### src/rtl/tx_frame_sequencer.sv
`default_nettype none
// +--------------------------------------------------------------------------+
// | tx_frame_sequencer                                                       |
// | Drains TX FIFO bytes and sends each as a start/data/stop serial frame.   |
// | Revision: 1.0                                                            |
// +--------------------------------------------------------------------------+
module tx_frame_sequencer #(
    parameter int DATA_W = 8,
    parameter int DIV_W  = 8
) (
    input  logic              clk_i,
    input  logic              reset_i,
    input  logic              enable_i,
    input  logic [DIV_W-1:0]  baud_i,
    input  logic              fifo_empty_i,
    input  logic [DATA_W-1:0] fifo_data_i,
    output logic              fifo_pop_o,
    output logic              tx_o,
    output logic              busy_o,
    output logic              tx_done_o
);
    localparam int               CNT_W    = (DATA_W > 1) ? $clog2(DATA_W) : 1;
    localparam logic [CNT_W-1:0] LAST_BIT = CNT_W'(DATA_W - 1);

    typedef enum logic [1:0] {
        IDLE  = 2'd0,
        START = 2'd1,
        DATA  = 2'd2,
        STOP  = 2'd3
    } state_t;

    state_t            state_q, state_d;
    logic [DATA_W-1:0] shift_q, shift_d;
    logic [DIV_W-1:0]  div_q, div_d;
    logic [DIV_W-1:0]  baud_cnt_q, baud_cnt_d;
    logic [CNT_W-1:0]  bit_cnt_q, bit_cnt_d;
    logic              tx_q, tx_d;
    logic              busy_q, busy_d;
    logic              done_q, done_d;
    logic              bit_end;
    logic              can_load;
    logic              load;

    assign bit_end  = (baud_cnt_q == div_q);
    // Reset is folded in so a pop can never escape during reset.
    assign can_load = enable_i && !fifo_empty_i && !reset_i;

    always_comb begin
        state_d    = state_q;
        shift_d    = shift_q;
        div_d      = div_q;
        baud_cnt_d = baud_cnt_q;
        bit_cnt_d  = bit_cnt_q;
        done_d     = 1'b0;
        load       = 1'b0;
        tx_d       = 1'b1;
        busy_d     = 1'b0;

        case (state_q)
            IDLE: begin
                load = can_load;
            end
            START: begin
                if (bit_end) begin
                    state_d    = DATA;
                    baud_cnt_d = '0;
                end else begin
                    baud_cnt_d = baud_cnt_q + 1'b1;
                end
            end
            DATA: begin
                if (bit_end) begin
                    baud_cnt_d = '0;
                    shift_d    = shift_q >> 1;
                    if (bit_cnt_q == LAST_BIT) begin
                        state_d = STOP;
                    end else begin
                        bit_cnt_d = bit_cnt_q + 1'b1;
                    end
                end else begin
                    baud_cnt_d = baud_cnt_q + 1'b1;
                end
            end
            STOP: begin
                if (bit_end) begin
                    done_d     = 1'b1;
                    baud_cnt_d = '0;
                    load       = can_load;
                    if (!can_load) begin
                        state_d = IDLE;
                    end
                end else begin
                    baud_cnt_d = baud_cnt_q + 1'b1;
                end
            end
            default: begin
                state_d = IDLE;
            end
        endcase

        if (load) begin
            state_d    = START;
            shift_d    = fifo_data_i;
            div_d      = baud_i;
            baud_cnt_d = '0;
            bit_cnt_d  = '0;
        end

        // Line level is derived from the next state so TX is registered yet aligned.
        case (state_d)
            START:   tx_d = 1'b0;
            DATA:    tx_d = shift_d[0];
            default: tx_d = 1'b1;
        endcase
        busy_d = (state_d != IDLE);
    end

    always_ff @(posedge clk_i) begin
        if (reset_i) begin
            state_q    <= IDLE;
            shift_q    <= '0;
            div_q      <= '0;
            baud_cnt_q <= '0;
            bit_cnt_q  <= '0;
            tx_q       <= 1'b1;
            busy_q     <= 1'b0;
            done_q     <= 1'b0;
        end else begin
            state_q    <= state_d;
            shift_q    <= shift_d;
            div_q      <= div_d;
            baud_cnt_q <= baud_cnt_d;
            bit_cnt_q  <= bit_cnt_d;
            tx_q       <= tx_d;
            busy_q     <= busy_d;
            done_q     <= done_d;
        end
    end

    assign fifo_pop_o = load;
    assign tx_o       = tx_q;
    assign busy_o     = busy_q;
    assign tx_done_o  = done_q;

endmodule
`default_nettype wire

### config.mk
export PLATFORM = sky130hd
export DESIGN_NAME = tx_frame_sequencer
export DESIGN_NICKNAME = d
export VERILOG_FILES = /design/src/rtl/tx_frame_sequencer.sv
export SDC_FILE = /design/constraint.sdc
export NUM_CORES = 1
export LEC_CHECK = 0
export ABC_AREA = 1
export BUFFER_PORTS_ARGS = -buffer_cell sky130_fd_sc_hd__buf_2
export CAP_MARGIN = 30
export CORE_MARGIN = 2
export CORE_UTILIZATION = 45
export CTS_CLUSTER_SIZE = 10
export DETAILED_ROUTE_END_ITERATION = 8
export MAX_ROUTING_LAYER = met4
export SKIP_LAST_GASP = 1
export SYNTH_ARGS = -nofsm -noshare
export SYNTH_HDL_FRONTEND = slang
export SYNTH_SLANG_ARGS = --single-unit
### constraint.sdc
create_clock -name clk_i -period 2.3 [get_ports clk_i]
set_input_delay 0.46 -clock clk_i [delete_from_list [all_inputs] [get_ports clk_i]]
set_output_delay 0.46 -clock clk_i [all_outputs]
set_load 0.02 [all_outputs]
==> flow_summary.json <==
{
  "power.leakage_nw": 0.974,
  "critPathCaptureType": "primary output",
  "cts_root_buffer": "clkbuf_8",
  "fillers": 428,
  "diodes": 0,
  "final_hold_viol_count": 0,
  "crit_buf_inv": 3,
  "max-clock-path-buffers": 2,
  "remaining_drc_errors": 0,
  "whs_endpoint": "shift_q[7]$_SDFFE_PP0P_",
  "max_freq_ghz": 0.462,
  "die_w_um": 67.3,
  "fin_crit_ns": 2.17,
  "numPortBuffers": 23,
  "holdBufCountCts": 0,
  "p_total_w": 0.00162,
  "drv_cap": 0,
  "vias": 1598,
  "clk_latency_ns": 0.28,
  "p_int_w": 0.00102,
  "worstHoldPathCells": 3,
  "timing.rr.start": "state_q[1]$_SDFF_PP0_",
  "hp-start": "fifo_data_i[7]",
  "layout_common_cells": "nand2_1, dfxtp_1, inv_1",
  "slew_violations": 0,
  "critPathKind": "flip-flop to primary output",
  "synth_area_per_cell_sq_um": 7.07,
  "postRouteAntennaNets": 0,
  "p_per_area_nw_per_um2": 797,
  "seqPwrFrac_pct": 40.2,
  "r2r_cells": 7,
  "p_switching_w": 0.000609,
  "multiInputGateArea_sq_um": 975,
  "min_period_over_period_pct": 94.2,
  "relSlewSlack_pct": 64.6,
  "nets": 310,
  "seqCellArea_sq_um": 641,
  "cp-start-kind": "flip-flop",
  "place_area_sq_um": 1960,
  "ys_warn_count": 0,
  "drt-total-wl_um": 3520,
  "layout.cells.non_filler": 332,
  "synth_top_area_cell": "dfxtp_1",
  "ir_drop_v": 0.000431,
  "skew_ns": 0.00531,
  "area_delta_synth_final_pct": 13.0,
  "fin_setup_tns_ns": 0,
  "initial_utilization_pct": 46.1,
  "path_clk_slew_ns": 0.06,
  "reg2reg_to": "baud_cnt_q[7]$_SDFFE_PP0P_",
  "routed_via_density": 4.81,
  "ioPinCount": 24,
  "cts_resized": 0,
  "htree_levels": 2,
  "critical_path.top_delay_family": "flip-flops",
  "cts.sinks": 32,
  "first_global_vias": 1479,
  "finalSetupViolCount": 0,
  "fin_area_sq_um": 2040,
  "yosysUniqueCellTypes": 32,
  "antenna_found_initial": 0,
  "final_common_cell": "nand2_1",
  "dr.pass1.iters": 4,
  "wl_per_cell_um": 10.6,
  "hp-class": "input port to flip-flop",
  "cts_made_buffers": 5,
  "synth-seq-cells": 32,
  "reg2reg_slack_ns": 0.25,
  "max_stage_delay_ns": 0.42,
  "crit_fanout": 7,
  "worst_ep_required_time_ns": 1.84,
  "dp.cells": 325,
  "core_sq_um": 3910,
  "die_h_um": 67.3,
  "hpwlAfterDp_um": 2760,
  "dieArea_sq_um": 4530,
  "place.gp.congestion": 0.824,
  "synthTopCellsByArea": "dfxtp_1, nand2_1, nand3_1",
  "path_cells": "inv_1 > ha_1 > nor2_1 > nand2_4 > clkinv_4 > buf_2",
  "drive_above_1_share_pct": 20.9,
  "syn-cell-area_sq_um": 1800,
  "power_frac_clock_pct": 24.8,
  "syn-num-nets": 283,
  "grt_pass1_wl_um": 6190,
  "drt_iter0_markers": 77,
  "ys_seq_area_share_pct": 35.5,
  "grt_setup_unrepaired": "false",
  "swShare_pct": 37.5,
  "post_cts_buffers": 0,
  "tritoncts": "done",
  "synth_top_area_share_pct": 35.5,
  "p_comb_share_pct": 35.1,
  "gr-total-overflow": 0,
  "slowest_stage": "dfxtp_1",
  "tightest_slew_ns": 0.526,
  "num_rows": 23,
  "grt_usage_pct": 18.7,
  "grt_max_degree": 33,
  "arrival_ns": 1.71,
  "syn_inst": 255,
  "status": "complete, no violations"
}
==> per-layer routing <==
layer	global-route usage, %	up-vias	routed length [um]
li1	-	872	-
met1	21.5	694	1670
met2	31.1	24	1650
met3	4.00	8	129
met4	8.42	0	72
met5	-	-	0
==> cells in the mapped netlist <==
| master | number |
|---|---|
| nand2_4 | 4 |
| a21oi_2 | 2 |
| nor4_1 | 1 |
| buf_6 | 2 |
| inv_1 | 25 |
| dfxtp_1 | 32 |
| nor2_1 | 16 |
| nor3_1 | 1 |
| xor2_1 | 1 |
| a211oi_1 | 1 |
| or2_0 | 1 |
| nor2_2 | 1 |
| nor2_8 | 1 |
| clkinv_1 | 3 |
| clkbuf_1 | 1 |
| nand4_1 | 1 |
| o21ai_0 | 3 |
| nand2_2 | 4 |
| ha_1 | 8 |
| clkinv_4 | 1 |
| nand3_1 | 21 |
| nor2_4 | 3 |
| a31oi_1 | 6 |
| nand2_1 | 72 |
| nand3_4 | 2 |
| a21oi_1 | 17 |
| inv_2 | 10 |
| and3_1 | 3 |
| and3b_1 | 2 |
| o21ai_1 | 7 |
| nand3b_1 | 1 |
| buf_2 | 2 |
==> worst min-delay path, stage by stage <==
cell	delay (ns)
buf_2	0.10
nand2_1	0.06
a21oi_1	0.05
==> power groups by stage <==
stage | Sequential [W] | Combinational (W) | Clock (W)
after floorplan | 0.000674 | 0.000445 | 0
after global placement | 0.000662 | 0.000577 | 0
after detailed placement | 0.000664 | 0.000575 | 0
after CTS | 0.000652 | 0.000578 | 0.000419
after global routing | 0.000658 | 0.000655 | 0.000441
final | 0.000652 | 0.000570 | 0.000403
==> cell type report <==
cell class | instances | area share (%)
clock buffer | 6 | 3.56
clock inverter | 1 | 0.246
inverter | 39 | 7.43
multi-input combinational | 179 | 47.9
sequential | 32 | 31.4
tap | 50 | 3.07
timing repair buffer | 25 | 6.39
==> sequential cells by signal, indices dropped and copies added (netlist names) <==
register / count
state_q: 2
div_q: 8
tx_done_o: 1
tx_o: 1
baud_cnt_q: 8
bit_cnt_q: 3
shift_q: 8
busy_o: 1
==> metrics by stage <==
step                util (%)  hold slack [ns]  setup WS [ns]
detailed placement      50.1            0.461          0.254
floorplan                  -            0.442          0.624
global placement        50.1            0.463          0.236
global route            52.0            0.437         0.0195
CTS                     52.0            0.432          0.113
finish                  52.0            0.436          0.133
==> worst max path at each step <==
stage | start | to | slack (ns) | cells past startpoint
4_1_cts | state_q[1]$_SDFF_PP0_ | fifo_pop_o | 0.11 | 6
2_1_floorplan | state_q[1]$_SDFF_PP0_ | baud_cnt_q[7]$_SDFFE_PP0P_ | 0.62 | 7
3_3_place_gp | state_q[1]$_SDFF_PP0_ | baud_cnt_q[7]$_SDFFE_PP0P_ | 0.24 | 7
5_1_grt | state_q[1]$_SDFF_PP0_ | fifo_pop_o | 0.02 | 6
6_report | state_q[1]$_SDFF_PP0_ | fifo_pop_o | 0.13 | 6
3_5_place_dp | state_q[1]$_SDFF_PP0_ | baud_cnt_q[7]$_SDFFE_PP0P_ | 0.25 | 7
==> logic make-up (layout without fill, tap and decap cells) <==
family	after synthesis	after routing	synth area share, %
simple gates	134	134	37.1
buf+inv	44	71	10.4
xor+xnor	1	1	0.486
compound gates	36	36	11.0
fa+ha+maj	8	8	5.55
flops	32	32	35.5
No activity file was read; power rests on OpenSTA's default activity.
